File: config.mk
export PLATFORM = sky130hd
export DESIGN_NAME = mux_arb_m_flat
export DESIGN_NICKNAME = d
export VERILOG_FILES = /design/src/rtl/mux_pkg.sv /design/src/rtl/mux_arb_m_if.sv /design/src/rtl/mux_arb_m_rr_arbiter.sv /design/src/rtl/mux_arb_m.sv /design/src/flat_wrapper.sv
export SDC_FILE = /design/constraint.sdc
export NUM_CORES = 1
export LEC_CHECK = 0
export ABC_CLOCK_PERIOD_IN_PS = 8300
export CORE_UTILIZATION = 47
export CTS_BUF_LIST = sky130_fd_sc_hd__clkbuf_8
export DETAILED_ROUTE_END_ITERATION = 10
export PLACE_DENSITY = 0.86
export SLEW_MARGIN = 5
export SYNTH_ARGS = -nofsm -noshare
export SYNTH_HDL_FRONTEND = slang
export SYNTH_SLANG_ARGS = --single-unit
export TNS_END_PERCENT = 50
File: constraint.sdc
create_clock -name clk -period 8.3 [get_ports clk]
set_input_delay 1.66 -clock clk [delete_from_list [all_inputs] [get_ports clk]]
set_output_delay 1.66 -clock clk [all_outputs]
set_load 0.01 [all_outputs]
File: src/rtl/mux_pkg.sv
// Shared types and helpers for the arbitrated N:1 mux.
package mux_pkg;

  typedef enum logic {ARB_FIXED, ARB_RR} arb_mode_e;

  typedef enum logic {ST_EMPTY, ST_FULL} out_st_e;

  function automatic int sel_width(input int n);
    return ($clog2(n) < 1) ? 1 : $clog2(n);
  endfunction

endpackage

File: src/rtl/mux_arb_m_if.sv
// Producer/consumer bundle for mux_arb_m; slave is the mux side.
interface mux_arb_m_if
  import mux_pkg::*;
#(
  parameter int WIDTH    = 8,
  parameter int CHANNELS = 4
) ();
  localparam int SEL_W = sel_width(CHANNELS);

  logic [CHANNELS-1:0][WIDTH-1:0] in_data;
  logic [CHANNELS-1:0]            in_valid;
  logic [CHANNELS-1:0]            in_ready;
  logic [WIDTH-1:0]               out_data;
  logic [SEL_W-1:0]               out_sel;
  logic                           out_valid;
  logic                           out_ready;

  modport slave (
    input  in_data, in_valid, out_ready,
    output in_ready, out_data, out_sel, out_valid
  );

  modport master (
    output in_data, in_valid, out_ready,
    input  in_ready, out_data, out_sel, out_valid
  );
endinterface

File: src/rtl/mux_arb_m_rr_arbiter.sv
// Combinational rotating-priority arbiter: first requester at or after ptr wins.
module rr_arbiter_m #(
  parameter int CHANNELS = 4,
  parameter int SEL_W    = 2
) (
  input  logic [CHANNELS-1:0] req,
  input  logic [SEL_W-1:0]    ptr,
  output logic [CHANNELS-1:0] gnt,
  output logic [SEL_W-1:0]    gnt_idx,
  output logic                any
);
  // cand[o] = (ptr + o) mod CHANNELS, the channel examined at scan offset o
  logic [CHANNELS-1:0][SEL_W-1:0] cand;

  for (genvar o = 0; o < CHANNELS; o++) begin : g_cand
    logic [SEL_W:0] sum;
    assign sum = {1'b0, ptr} + (SEL_W+1)'(o);
    assign cand[o] = (sum >= (SEL_W+1)'(CHANNELS)) ?
                     SEL_W'(sum - (SEL_W+1)'(CHANNELS)) : sum[SEL_W-1:0];
  end

  always_comb begin
    gnt     = '0;
    gnt_idx = '0;
    any     = 1'b0;
    for (int o = 0; o < CHANNELS; o++) begin
      if (!any && req[cand[o]]) begin
        any           = 1'b1;
        gnt_idx       = cand[o];
        gnt[cand[o]]  = 1'b1;
      end
    end
  end
endmodule

File: src/rtl/mux_arb_m.sv
// N-channel valid/ready mux with RR or fixed-priority arbitration and a
// single registered output slot that sustains one item per cycle.
module mux_arb_m
  import mux_pkg::*;
#(
  parameter int        WIDTH    = 8,
  parameter int        CHANNELS = 4,
  parameter arb_mode_e MODE     = ARB_RR
) (
  input  logic         clk,
  input  logic         rst_n,
  mux_arb_m_if.slave   bus
);
  localparam int SEL_W = sel_width(CHANNELS);

  out_st_e             state_q, state_d;
  logic [SEL_W-1:0]    ptr_q, ptr_nxt;
  logic [WIDTH-1:0]    data_q;
  logic [SEL_W-1:0]    sel_q;
  logic [CHANNELS-1:0] gnt;
  logic [SEL_W-1:0]    gnt_idx;
  logic                any, load_en, take;

  rr_arbiter_m #(.CHANNELS(CHANNELS), .SEL_W(SEL_W)) u_arb (
    .req     (bus.in_valid),
    .ptr     (ptr_q),
    .gnt     (gnt),
    .gnt_idx (gnt_idx),
    .any     (any)
  );

  // rst_n gates the handshake so nothing is accepted while reset is held
  assign load_en      = (state_q == ST_EMPTY) || bus.out_ready;
  assign take         = load_en && any && rst_n;
  assign bus.in_ready = take ? gnt : '0;
  assign ptr_nxt      = (gnt_idx == SEL_W'(CHANNELS-1)) ? '0 : gnt_idx + 1'b1;

  always_ff @(posedge clk or negedge rst_n) begin
    if (!rst_n) state_q <= ST_EMPTY;
    else        state_q <= state_d;
  end

  always_comb begin
    state_d = state_q;
    case (state_q)
      ST_EMPTY: if (take) state_d = ST_FULL;
      ST_FULL:  if (bus.out_ready) state_d = take ? ST_FULL : ST_EMPTY;
      default:  state_d = ST_EMPTY;
    endcase
  end

  always_ff @(posedge clk or negedge rst_n) begin
    if (!rst_n) begin
      data_q <= '0;
      sel_q  <= '0;
      ptr_q  <= '0;
    end else if (take) begin
      data_q <= bus.in_data[gnt_idx];
      sel_q  <= gnt_idx;
      if (MODE == ARB_RR) ptr_q <= ptr_nxt;
    end
  end

  assign bus.out_data  = data_q;
  assign bus.out_sel   = sel_q;
  assign bus.out_valid = (state_q == ST_FULL);
endmodule

File: src/flat_wrapper.sv
// flat-port wrapper written by rule: the top's interface ports become plain ports
module mux_arb_m_flat import mux_pkg::*;
#(
  parameter int        WIDTH    = 8,
  parameter int        CHANNELS = 4,
  parameter arb_mode_e MODE     = ARB_RR
)
  (clk, rst_n, bus_in_data, bus_in_valid, bus_out_ready, bus_in_ready, bus_out_data, bus_out_sel, bus_out_valid);
  mux_arb_m_if #(.WIDTH(WIDTH), .CHANNELS(CHANNELS)) bus_i ();
  input  logic clk;
  input  logic rst_n;
  input wire logic [$bits(bus_i.in_data)-1:0] bus_in_data;
  input wire logic [$bits(bus_i.in_valid)-1:0] bus_in_valid;
  input wire logic [$bits(bus_i.out_ready)-1:0] bus_out_ready;
  output wire logic [$bits(bus_i.in_ready)-1:0] bus_in_ready;
  output wire logic [$bits(bus_i.out_data)-1:0] bus_out_data;
  output wire logic [$bits(bus_i.out_sel)-1:0] bus_out_sel;
  output wire logic [$bits(bus_i.out_valid)-1:0] bus_out_valid;
  assign bus_i.in_data = bus_in_data;
  assign bus_i.in_valid = bus_in_valid;
  assign bus_i.out_ready = bus_out_ready;
  assign bus_in_ready = bus_i.in_ready;
  assign bus_out_data = bus_i.out_data;
  assign bus_out_sel = bus_i.out_sel;
  assign bus_out_valid = bus_i.out_valid;
  mux_arb_m #(.WIDTH(WIDTH), .CHANNELS(CHANNELS), .MODE(MODE)) u_core (.clk(clk), .rst_n(rst_n), .bus(bus_i));
endmodule
==> results of run 1 <==
==> cell usage in the layout, fill, tap and decap left out, types with 2 or more instances in the layout <==
cell type	Yosys	routed
a21oi_1	4	4
o21ai_0	8	8
dfrtp_1	13	13
clkbuf_8	0	3
o311ai_1	8	8
inv_1	2	3
mux4_2	3	3
nand2_1	17	17
a22o_1	4	4
nand3_1	8	8
clkdlybuf4s50_1	0	53
a221o_1	8	8
a211o_1	2	2
nand2b_1	3	3
nor2_1	3	3
ha_1	8	8
mux2_2	3	3
mux2i_1	14	14
==> worst paths after layout <==
path,endpoint,slack [ns],cells after the start
max,bus_in_ready[3],2.27,5
min,u_core.bus.out_sel[1],0.48,2
max reg2reg,u_core.bus.out_data[3],4.99,6
min reg2reg,u_core.bus.out_sel[1],0.48,2
max in group asynchronous,u_core.bus.out_sel[1],6.08,1
min in group asynchronous,u_core.bus.out_data[3],1.81,1
==> power breakdown <==
| part | total [mW] | leakage [nW] | internal [mW] | switching [mW] |
|---|---|---|---|---|
| clock network | 0.0557 | 0.0269 | 0.0327 | 0.0230 |
| logic | 0.414 | 0.533 | 0.197 | 0.218 |
| registers | 0.128 | 0.159 | 0.0923 | 0.0356 |
| total | 0.598 | 0.719 | 0.322 | 0.276 |
==> area by class of cell <==
type                       instances  share of cell area
multi-input combinational        109               0.479
tap                               30              0.0207
clock inverter                     1             0.00207
inverter                           2             0.00414
clock buffer                       3              0.0227
timing repair buffer              53               0.292
sequential                        13               0.179
==> registers in the layout, summed over array words and instances (netlist names) <==
register and cells:
u_core.ptr_q 2, u_core.bus.out_valid 1, u_core.bus.out_data 8, u_core.bus.out_sel 2
==> stage by stage <==
step,hold slack [ns],std cells
2_1_floorplan,0.515,133
3_3_place_gp,0.462,207
3_5_place_dp,0.479,207
4_1_cts,0.493,211
5_1_grt,0.537,211
6_report,0.483,211
==> cells by family after synthesis <==
kind of cell / count (synthesis) / share of synthesized area
adder cells (fa/ha/maj): 8 / 0.0794
XOR/XNOR: 1 / 0.00695
multiplexers: 20 / 0.191
flip-flops: 13 / 0.258
buffers and inverters: 11 / 0.0526
AO/OA/AOI/OAI: 44 / 0.275
AND/OR/NAND/NOR: 36 / 0.137
==> critical path: stages <==
cell             delay (ns)
clkdlybuf4s50_1        0.88
o41ai_1                0.27
nand2b_1               0.67
a21oi_1                0.32
clkdlybuf4s50_1        0.57
==> layer usage <==
metal,up-vias,share of wire,GRT usage
met3,14,0.044,0.0282
li1,617,-,-
met5,-,0,0
met2,57,0.51,0.473
met4,0,0.030,0.158
met1,622,0.41,0.350
==> results.cfg, run 1 <==
[detailed_routing]
first_iter_violations = 32
num_vias = 1310
ant_nets = 0
vias_per_cell = 6.21
drc = 0
drt_first_pass_iters = 4
drt-total-wl_mm = 3.71
wl_per_cell_um = 17.6

[worst_setup_path]
cp.arrival_ns = 4.37
cp-start-kind = input port
reg2reg_from = u_core.ptr_q[0]
worstPathMaxFanout = 30
required_ns = 6.64
critPathKind = in -> out
crit_start = rst_n
cp-end-kind = primary output

[place]
post-dp-hpwl_mm = 2.82
placed_cell_area_um2 = 1770
pre_cts_slack_ns = 2.29
gp_congestion = 0.855
numPortBuffers = 53

[timing]
final.period_utilization = 0.727
worstMarginPinSlew_ns = 1.01
finalMaxSlewViolations = 0
fin_skew_ns = 0.00372
rsz0062_at_grt = no
maxSlewHeadroom = 0.326
setup_viol = 0
hold_viol_final = 0
setup_ws_ns = 2.27
fmax_mhz = 166
finalCriticalPeriod_ns = 6.03
tns_ns = 0

[yosys]
yosysTopAreaCellShare = 0.258
synth.distinct_cells = 35
synth.most_common_cell = nand2_1
syn-num-nets = 180
synth_common_cells = 17 x nand2_1, 14 x mux2i_1, 13 x dfrtp_1
netlist_instances = 133
synth_area_leader_cell = dfrtp_1
yosys_warnings = 0
synth-async-reset-ratio = 1.00
synth_area_um2 = 1260
syn_area_per_cell_um2 = 9.48
ys_ff_latch = 13
synth_area_leaders = dfrtp_1 26%, mux2i_1 11%, ha_1 7.9%
ys.flop_type = dfrtp_1
synth-seq-area-share = 0.258
synth-edff-count = 0

[clocking]
cts_buffer_depth = 2
insertion_delay_ns = 0.24
root_buffer = clkbuf_8
cts_sinks = 13
cts_made_buffers = 3
ctsResizeCount = 0
path_clk_slew_ns = 0.05
htree_levels = 1
cts_setup_buffers = 0
cts_tree = done
hold_buffers = 0

[run_status]
outcome = finished, final reports clean

[layout]
seqCellArea_um2 = 325
final_util = 0.726
fin_nets = 229
fin_area_um2 = 1820
fillCellCount = 197
multi_input_area_um2 = 870
area_growth_pct = 43.9
drive_above_1_share = 0.0718
num_antenna_cells = 0

[floorplanning]
start_util = 0.505
rows = 18
die_area_um2 = 2890
die_width_um = 53.8
core_area_um2 = 2500
dieHeight_um = 53.8
pin_count = 54

[global_routing]
antenna_found_initial = 0
gr-total-overflow = 0
track_usage = 0.282
grt_max_degree = 31
grt_pass1_vias = 1243
grt_pass1_wl_mm = 5.78

[pwr]
power.leakage_nw = 0.719
power_density_nw_per_um2 = 329
irDropWorstVdd_mv = 0.220
total_power_uw = 598

[flow_run]
drv_cap = 0

[min_path]
hp-start = u_core.bus.out_sel[1]
hold_class = reg -> reg
No activity file was read; power rests on OpenSTA's default activity.
==> inputs of run 2 (changes only) <==
ABC_CLOCK_PERIOD_IN_PS = 5100   (was 8300)
CORE_UTILIZATION = 40   (was 47)
PLACE_DENSITY = 0.77   (was 0.86)
clock period = 5.1 ns   (was 8.3 ns; I/O delays follow)
==> run 2 against run 1 <==
- sequential power rose by 59%
- setup slack got worse by 1.9 ns
- clock skew rose by 0.0030 ns
- via count fell by 0.31%
- non-clock buffer count rose by 2
- total power rose by 59%
==> results.cfg, run 2 (synthesized netlist as in run 1, its figures left out) <==
[pwr]
irDropWorstVdd_mv = 0.225
total_power_uw = 949
power.leakage_nw = 0.728
power_density_nw_per_um2 = 514

[worst_setup_path]
critPathKind = in -> out
cp-end-kind = primary output
worstPathMaxFanout = 9
required_ns = 4.08
cp.arrival_ns = 3.68
cp-start-kind = input port

[clocking]
htree_levels = 1
ctsResizeCount = 0
hold_buffers = 0
insertion_delay_ns = 0.24
cts_buffer_depth = 2
path_clk_slew_ns = 0.06
cts_tree = done
root_buffer = clkbuf_8
cts_setup_buffers = 0
cts_sinks = 13
cts_made_buffers = 3

[flow_run]
drv_cap = 0

[layout]
final_common_cell = clkdlybuf4s50_1
fin_nets = 231
num_antenna_cells = 0
largest_register_ffs = 8
drive_above_1_share = 0.0820
area_growth_pct = 46.5
final_cell_mix = 53 x clkdlybuf4s50_1, 17 x nand2_1, 14 x mux2i_1

[timing]
tns_ns = 0
finalCriticalPeriod_ns = 4.70
finalMaxSlewViolations = 0
final.period_utilization = 0.921
setup_viol = 0
rsz0062_at_grt = no
maxSlewHeadroom = 0.375
worstMarginPinSlew_ns = 0.935
fmax_mhz = 213
hold_viol_final = 0
fin_skew_ns = 0.00670
fin_hold_ws_ns = 0.495

[min_path]
hold_class = reg -> reg

[global_routing]
grt_pass1_wl_mm = 5.35
track_usage = 0.202
gr-total-overflow = 0
antenna_found_initial = 0
grt_max_degree = 27
grt_pass1_vias = 1221

[floorplanning]
rows = 20
die_area_um2 = 3380
pin_count = 54
die_width_um = 58.2
start_util = 0.417
dieHeight_um = 58.2
core_area_um2 = 3030

[detailed_routing]
drt_first_pass_iters = 4
drt-total-wl_mm = 3.32
wl_per_cell_um = 14.6
drc = 0
vias_per_cell = 5.75
first_iter_violations = 30
ant_nets = 0
num_vias = 1306

[run_status]
outcome = finished, final reports clean

[place]
numPortBuffers = 53
post-dp-hpwl_mm = 2.63
gp_congestion = 0.819
-- run 2: cell types whose count changed in the layout (fill, tap and decap cells not counted) --
cell,change
buf_4,+2
-- run 2: final timing paths --
| check | slack, ns | startpoint | end | cells past startpoint |
|---|---|---|---|---|
| max | 0.40 | bus_in_valid[3] | bus_in_ready[1] | 6 |
| min | 0.49 | u_core.bus.out_data[3] | u_core.bus.out_data[3] | 2 |
| max reg2reg | 1.89 | u_core.ptr_q[0] | u_core.bus.out_data[1] | 6 |
| min reg2reg | 0.49 | u_core.bus.out_data[3] | u_core.bus.out_data[3] | 2 |
| max in group asynchronous | 3.84 | rst_n | u_core.bus.out_sel[0] | 2 |
| min in group asynchronous | 1.09 | rst_n | u_core.bus.out_data[1] | 2 |
-- run 2: worst max-delay path, stage by stage --
cell             delay (ns)
clkdlybuf4s50_1        0.54
mux4_2                 0.60
a2111oi_1              0.68
nand2_1                0.13
a21oi_1                0.16
clkdlybuf4s50_1        0.55
-- run 2: routing by layer --
layer	share of wire	track usage	up-vias
li1	-	-	623
met1	0.40	0.247	634
met2	0.53	0.365	45
met3	0.058	0.0469	4
met4	0.0075	0.0374	0
met5	0	0	-
-- run 2: power by group --
| part | internal [mW] | switching [mW] |
|---|---|---|
| combinational | 0.320 | 0.337 |
| sequential | 0.150 | 0.0542 |
| clock | 0.0530 | 0.0349 |
-- run 2: final cells by class --
type                       instances  area (um^2)
tap                               44         55.1
clock buffer                       3         41.3
timing repair buffer              55          546
sequential                        13          325
fill                             274         1180
inverter                           2         7.51
clock inverter                     1         3.75
multi-input combinational        109          870
-- run 2: stage by stage --
stage          setup WS [ns]  std cells  utilization  area, um^2
2_1_floorplan           1.50        133            -        1260
3_3_place_gp           0.529        223        0.595        1800
3_5_place_dp           0.416        223        0.595        1800
4_1_cts                0.417        227        0.610        1850
5_1_grt               0.0735        227        0.610        1850
6_report               0.403        227        0.610        1850
